<file path="config.mk">
export PLATFORM = sky130hd
export DESIGN_NAME = pulse_debounce_edge
export DESIGN_NICKNAME = d
export VERILOG_FILES = /design/src/rtl/pulse_debounce_edge.sv
export SDC_FILE = /design/constraint.sdc
export NUM_CORES = 1
export LEC_CHECK = 0
export CAP_MARGIN = 30
export CORE_AREA = 2 2 39 41
export CTS_CLUSTER_SIZE = 40
export DETAILED_ROUTE_END_ITERATION = 10
export DIE_AREA = 0 0 41 43
export HOLD_SLACK_MARGIN = 0.03
export PLACE_DENSITY = 0.58
export SLEW_MARGIN = 15
export SYNTH_ARGS = -nofsm -noshare
export SYNTH_HDL_FRONTEND = slang
export SYNTH_SLANG_ARGS = --single-unit
</file>
<file path="constraint.sdc">
create_clock -name clk -period 1.1 [get_ports clk]
set_clock_uncertainty 0.05 [all_clocks]
set_input_delay 0.165 -clock clk [delete_from_list [all_inputs] [get_ports clk]]
set_output_delay 0.165 -clock clk [all_outputs]
set_load 0.1 [all_outputs]
</file>
<file path="src/rtl/pulse_debounce_edge.sv">
// Synchronises and debounces a raw asynchronous input, emitting a one-cycle pulse on the selected accepted edge.
// Optional build macro GLITCH_COUNT_EN adds a saturating rejected-glitch counter (glitch_clr / glitch_cnt).
module pulse_debounce_edge #(
  parameter  int SYNC_STAGES     = 2,
  parameter  int DEBOUNCE_CYCLES = 4,
  localparam int CNT_W           = $clog2(DEBOUNCE_CYCLES + 1)
) (
  input  logic       clk,
  input  logic       rst_n,
  input  logic       raw_in,
  input  logic       enable,
  input  logic [1:0] edge_sel,
`ifdef GLITCH_COUNT_EN
  input  logic       glitch_clr,
  output logic [7:0] glitch_cnt,
`endif
  output logic       level,
  output logic       pulse,
  output logic       busy
);

  typedef enum logic [1:0] {
    IDLE_LOW   = 2'd0,
    CHECK_HIGH = 2'd1,
    IDLE_HIGH  = 2'd2,
    CHECK_LOW  = 2'd3
  } state_t;

  localparam logic [CNT_W-1:0] CNT_LAST = CNT_W'(DEBOUNCE_CYCLES - 1);

  logic [SYNC_STAGES-1:0] sync_p0;
  logic                   s_in;
  state_t                 state, state_nx;
  logic [CNT_W-1:0]       cnt, cnt_nx;
  logic                   acc_rise, acc_fall;
  logic                   pulse_nx;

  // Stage p0: synchroniser chain, only its last flop is seen by the FSM
  always_ff @(posedge clk or negedge rst_n) begin
    if (!rst_n) sync_p0 <= '0;
    else        sync_p0 <= {sync_p0[SYNC_STAGES-2:0], raw_in};
  end

  assign s_in = sync_p0[SYNC_STAGES-1];

  always_comb begin
    state_nx = state;
    cnt_nx   = cnt;
    acc_rise = 1'b0;
    acc_fall = 1'b0;
    unique case (state)
      IDLE_LOW: if (s_in) begin
        state_nx = CHECK_HIGH;
        cnt_nx   = CNT_W'(1);
      end
      CHECK_HIGH: if (!s_in) begin
        state_nx = IDLE_LOW;
        cnt_nx   = '0;
      end else if (cnt == CNT_LAST) begin
        state_nx = IDLE_HIGH;
        cnt_nx   = '0;
        acc_rise = 1'b1;
      end else begin
        cnt_nx = cnt + CNT_W'(1);
      end
      IDLE_HIGH: if (!s_in) begin
        state_nx = CHECK_LOW;
        cnt_nx   = CNT_W'(1);
      end
      CHECK_LOW: if (s_in) begin
        state_nx = IDLE_HIGH;
        cnt_nx   = '0;
      end else if (cnt == CNT_LAST) begin
        state_nx = IDLE_LOW;
        cnt_nx   = '0;
        acc_fall = 1'b1;
      end else begin
        cnt_nx = cnt + CNT_W'(1);
      end
      default: begin
        state_nx = IDLE_LOW;
        cnt_nx   = '0;
      end
    endcase
  end

  // Gate and edge selection are only consulted in the accept cycle
  assign pulse_nx = enable &&
                    ((acc_rise && (edge_sel == 2'b00 || edge_sel == 2'b10)) ||
                     (acc_fall && (edge_sel == 2'b01 || edge_sel == 2'b10)));

  // Stage p1: FSM state and registered outputs
  always_ff @(posedge clk or negedge rst_n) begin
    if (!rst_n) begin
      state <= IDLE_LOW;
      cnt   <= '0;
      level <= 1'b0;
      pulse <= 1'b0;
      busy  <= 1'b0;
    end else begin
      state <= state_nx;
      cnt   <= cnt_nx;
      pulse <= pulse_nx;
      busy  <= (state_nx == CHECK_HIGH) || (state_nx == CHECK_LOW);
      if (acc_rise)      level <= 1'b1;
      else if (acc_fall) level <= 1'b0;
    end
  end

`ifdef GLITCH_COUNT_EN
  logic reject;

  assign reject = ((state == CHECK_HIGH) && !s_in) || ((state == CHECK_LOW) && s_in);

  always_ff @(posedge clk or negedge rst_n) begin
    if (!rst_n)                             glitch_cnt <= 8'd0;
    else if (glitch_clr)                    glitch_cnt <= 8'd0;
    else if (reject && glitch_cnt != 8'hFF) glitch_cnt <= glitch_cnt + 8'd1;
  end
`endif

endmodule

</file>
==> results.json, run 1 <==
{
  "fin_crit_sh": 1.14,
  "start_util": 0.324,
  "ys_ff_latch": 10,
  "cts_buffers": 3,
  "worst_slack_ns": -0.159,
  "finalSetupTns_ns": -0.447,
  "slowest_delay_ns": 0.35,
  "area_growth_pct": 52.0,
  "hold_buffers": 0,
  "cts_buffer_depth": 2,
  "power_density_nw_per_um2": 2310,
  "core_area_sq_um": 1380,
  "status": "complete, but fails checks",
  "vias": 347,
  "routed_via_density": 4.75,
  "worstSkewPairLatency_ns": 0.26,
  "overflow": 0,
  "critPathTopFamily": "flip-flops",
  "hpwl_microns": 718,
  "gp_congestion": 0.719,
  "slew_headroom": 0.843,
  "drt-initial-drc-count": 2,
  "clk_pin_slew_ns": 0.07,
  "portBuffers": 8,
  "crit_cells": 3,
  "grt_max_degree": 11,
  "die-area_sq_um": 1760,
  "rsz0062_at_grt": "yes",
  "r2r_slack_ns": -0.16,
  "num_rows": 14,
  "crit_arrival_ns": 1.34,
  "critPathLaunchType": "flip-flop",
  "synth_nets": 45,
  "fillCellCount": 130,
  "nNetsFinal": 67,
  "synth_area_per_cell_sq_um": 12.4,
  "power_uw": 1570,
  "track_usage": 0.143,
  "dpl_worst_slack_ns": -0.394,
  "drive_gt1_frac": 0.404,
  "crit_path_end_kind": "flip-flop",
  "ant_nets": 0,
  "multiInputGateArea_sq_um": 200,
  "drc": 0,
  "ir_worst_vdd_v": 0.000985,
  "synthCells": 36,
  "reg2reg_depth": 3,
  "crit_start": "cnt[0]$_DFFE_PN0P_",
  "max_cap_violations": 0,
  "crit_slowest_cell": "dfrtp_1",
  "htreeDepth": 1,
  "final_cell_count_no_fill": 73,
  "antenna_cells": 0,
  "violations": "setup timing",
  "cp_max_fo": 3,
  "hp-class": "primary input to async pin",
  "cts_tree": "done",
  "drt-total-wl_microns": 874,
  "setup_viol": 8,
  "r2r-start": "cnt[0]$_DFFE_PN0P_",
  "worst-path-buf-inv": 0,
  "seq_area_frac_synth": 0.559,
  "final_cell_mix": "dfrtp_1 (9), buf_4 (9), o21ai_1 (4)",
  "critical_path_class": "flip-flop to flip-flop",
  "timing.final.hold_violations": 0,
  "critical_path.cell_chain": "ha_2 > and3b_2 > mux2_2",
  "max_freq_mhz": 795,
  "p_leak_uw": 0.000343,
  "cts_root_buf": "clkbuf_4",
  "yosysWarnings": 0,
  "required_ns": 1.19,
  "synth_cell_type_count": 17,
  "ioPinCount": 9,
  "slew_viol_final": 0,
  "crit_end": "state[1]$_DFF_PN0_",
  "antenna_found_initial": 0,
  "grt_pass1_vias": 384,
  "tightest_slew_ns": 0.235,
  "syn_area_sq_um": 448,
  "drt_pass1_iterations": 2,
  "wl_per_cell_microns": 12.0,
  "r2r_end": "state[1]$_DFF_PN0_",
  "placedCellCount": 67,
  "cts_num_sinks": 10,
  "die_w_microns": 41,
  "regArea_sq_um": 251,
  "grt_pass1_wl_mm": 1.63,
  "die_y_microns": 43,
  "fin_crit_ns": 1.26
}
==> area by class of cell <==
class,instances,share of cell area
clock buffer,4,0.0386
timing repair buffer,17,0.257
inverter,2,0.0110
multi-input combinational,24,0.294
sequential,10,0.369
tap,16,0.0294
==> worst register-to-register path, stage by stage (launching register included) <==
cell and delay (ns):
dfrtp_1 0.35, ha_2 0.18, and3b_2 0.21, mux2_2 0.33
==> kinds of logic after synthesis <==
logic type / synth area share
and+or+nand+nor: 0.162
DFF: 0.559
AOI/OAI and AO/OA: 0.117
adders and majority gates: 0.0838
buffers and inverters: 0.0168
xor gates and xnor gates: 0.0363
muxes: 0.0251
==> routing by layer <==
metal | up-vias | GRT usage | part of all wire
met5 | - | 0 | 0
met4 | 0 | 0.0600 | 0
met3 | 0 | 0.0471 | 0.045
met2 | 8 | 0.234 | 0.56
met1 | 171 | 0.160 | 0.39
li1 | 168 | - | -
==> worst min path at each step <==
| stage | to | slack [ns] | depth (start not counted) |
|---|---|---|---|
| 6_report | pulse$_DFF_PN0_ | 0.15 | 2 |
| 5_1_grt | pulse$_DFF_PN0_ | 0.15 | 2 |
| 4_1_cts | pulse$_DFF_PN0_ | 0.15 | 2 |
| 3_5_place_dp | sync_p0[1]$_DFF_PN0_ | 0.30 | 0 |
| 3_3_place_gp | sync_p0[1]$_DFF_PN0_ | 0.29 | 0 |
| 2_1_floorplan | busy$_DFF_PN0_ | -0.18 | 0 |
==> where the power goes <==
group / leakage [uW] / internal (uW) / switching [uW]
Sequential: 0.000120 / 465 / 68.2
Combinational: 0.000208 / 409 / 376
Clock: 0.0000150 / 139 / 114
==> stage by stage <==
step,util,instance area [sq um],hold WS (ns)
detailed placement,0.461,638,0.298
floorplan,-,455,-0.181
global route,0.492,681,0.153
finish,0.492,681,0.146
global placement,0.461,638,0.293
CTS,0.492,681,0.150
==> state kept, by name, summed over array words and instances (netlist names) <==
register and count:
sync_p0 2, pulse 1, level 1, cnt 3, busy 1, state 2
==> timing repair <==
action                                  CTS  global route
endpoints found under the setup margin    8             9
buffers inserted                          2             0
pin swaps                                 5             3
hold endpoints to repair                  0             0
resized for setup                         9             0
gates cloned                              0             0
==> Yosys cell counts <==
cell type | number | area (sq um)
xor2_2 | 1 | 16.3
and3b_1 | 1 | 8.76
o21ai_0 | 5 | 25.0
ha_1 | 3 | 37.5
mux2_2 | 1 | 11.3
and3_2 | 1 | 7.51
inv_1 | 2 | 7.51
nand3b_1 | 2 | 15.0
nor2b_1 | 1 | 6.26
and2_2 | 2 | 15.0
a21o_1 | 2 | 15.0
a21oi_1 | 1 | 5.00
o21a_1 | 1 | 7.51
and3_1 | 1 | 6.26
dfrtp_1 | 10 | 250
and4b_1 | 1 | 10.0
nor2_1 | 1 | 3.75
Note: power is estimated with default switching activity, not from simulation.
==> run 2: changes to the inputs <==
--- a/config.mk
+++ b/config.mk
@@ -12,6 +12,7 @@
 export DIE_AREA = 0 0 41 43
 export HOLD_SLACK_MARGIN = 0.03
 export PLACE_DENSITY = 0.58
+export SETUP_SLACK_MARGIN = 0.1
 export SLEW_MARGIN = 15
 export SYNTH_ARGS = -nofsm -noshare
 export SYNTH_HDL_FRONTEND = slang
==> results.json, run 2 (synthesis gave the netlist of run 1 again) <==
{
  "die-area_sq_um": 1760,
  "start_util": 0.324,
  "tightest_slew_ns": 0.283,
  "vias": 333,
  "htreeDepth": 1,
  "slew_viol_final": 0,
  "die_y_microns": 43,
  "wl_per_cell_microns": 11.1,
  "max_freq_mhz": 800,
  "gp_congestion": 0.792,
  "ioPinCount": 9,
  "comb_power_share": 0.467,
  "internal_power_uw": 1060,
  "drt-initial-drc-count": 0,
  "num_rows": 14,
  "critPathLaunchType": "flip-flop",
  "nNetsFinal": 66,
  "drt-total-wl_microns": 799,
  "fin_crit_ns": 1.25,
  "regMostFlops": "cnt",
  "finish.utilization": 0.512,
  "antenna_found_initial": 0,
  "power_density_nw_per_um2": 2310,
  "routed_via_density": 4.63,
  "grt_max_degree": 11,
  "critical_path.cell_chain": "ha_4 > and3b_2 > mux2_2",
  "fin_crit_sh": 1.14,
  "status": "complete, but fails checks",
  "postLayoutCellArea_sq_um": 708,
  "overflow": 0,
  "final_cell_mix": "dfrtp_1 (7), buf_4 (7)",
  "clk_pin_slew_ns": 0.07,
  "max_cap_violations": 0,
  "track_usage": 0.116,
  "ir_worst_vdd_v": 0.000856,
  "top_regs": "cnt x3, state x2, sync_p0 x2",
  "slew_headroom": 0.811,
  "critical_path_class": "flip-flop to flip-flop",
  "cts_num_sinks": 10,
  "power.switching_uw": 572,
  "slowest_delay_ns": 0.40,
  "core_area_sq_um": 1380,
  "cts_tree": "done",
  "worstSkewPairLatency_ns": 0.26,
  "crit_arrival_ns": 1.34,
  "drc": 0,
  "hold_ws_ns": 0.141,
  "p_leak_uw": 0.000341,
  "finalSetupTns_ns": -0.284,
  "crit_path_end_kind": "flip-flop",
  "hpwl_microns": 672,
  "ant_nets": 0,
  "cp_max_fo": 4,
  "required_ns": 1.19,
  "cts_buffers": 3,
  "switching_share": 0.350,
  "worst_slack_ns": -0.150,
  "drt_pass1_iterations": 1,
  "setup_viol": 7,
  "hold_buffers": 0,
  "power_frac_seq": 0.336,
  "cts_root_buf": "clkbuf_4",
  "hp-class": "primary input to async pin",
  "crit_slowest_cell": "dfrtp_1",
  "die_w_microns": 41,
  "drive_gt1_frac": 0.518,
  "portBuffers": 8,
  "rsz0062_at_grt": "yes",
  "grt_pass1_wl_mm": 1.40,
  "post_dp_cell_area_sq_um": 643,
  "clock_power_share": 0.197,
  "timing.final.hold_violations": 0,
  "power_uw": 1640,
  "antenna_cells": 0,
  "grt_pass1_vias": 348,
  "violations": "setup timing",
  "area_growth_pct": 58.1,
  "cts_buffer_depth": 2,
  "largest_reg_flops": 3
}
-- run 2: path summary, 6_finish.rpt --
path | slack, ns | depth (start not counted) | end | startpoint
min | 0.14 | 2 | cnt[1]$_DFFE_PN0P_ | rst_n
min in group clk | 0.30 | 1 | sync_p0[0]$_DFF_PN0_ | raw_in
max in group asynchronous | 0.71 | 2 | level$_DFFE_PN0P_ | rst_n
max | -0.15 | 3 | state[1]$_DFF_PN0_ | cnt[0]$_DFFE_PN0P_
min reg2reg | 0.32 | 0 | sync_p0[1]$_DFF_PN0_ | sync_p0[0]$_DFF_PN0_
max reg2reg | -0.15 | 3 | state[1]$_DFF_PN0_ | cnt[0]$_DFFE_PN0P_
-- run 2: worst max-delay path: cells and delay by family, from the launching register on --
family                   cells  cell delay [ns]
flip-flops                   1             0.40
adder cells (fa/ha/maj)      1             0.16
AND/OR/NAND/NOR              1             0.20
multiplexers                 1             0.33
-- run 2: layer usage --
metal	vias to the layer above	global-route usage	wire length [microns]
met3	0	0.0157	34
met2	6	0.197	443
met4	0	0.0600	0
met5	-	0	0
met1	160	0.132	321
li1	167	-	-
-- run 2: through the flow --
step | setup WS (ns) | std cells
finish | -0.150 | 72
floorplan | -0.0928 | 36
global route | -0.198 | 72
detailed placement | -0.409 | 66
global placement | -0.310 | 66
CTS | -0.164 | 71
-- run 2: what timing repair did --
item,CTS,global route
setup buffers,1,1
pin swaps,9,3
endpoints found under the setup margin,11,11
resized for setup,11,2
endpoints found under the hold margin,0,0
-- run 2: area by class of cell --
class	instances	area [sq um]
repair buffers	16	171
clock buffers	4	36.3
fillers	115	676
multi-input cells	24	219
inverters	2	7.51
flip-flops and latches	10	254
well taps	16	20.0
-- run 2: power by group through the flow --
stage	Clock (uW)	Sequential [uW]	Combinational, uW
6_report	323	549	764
3_5_place_dp	0	560	693
4_1_cts	333	552	739
5_1_grt	355	564	827
2_1_floorplan	0	726	235
3_3_place_gp	0	553	667
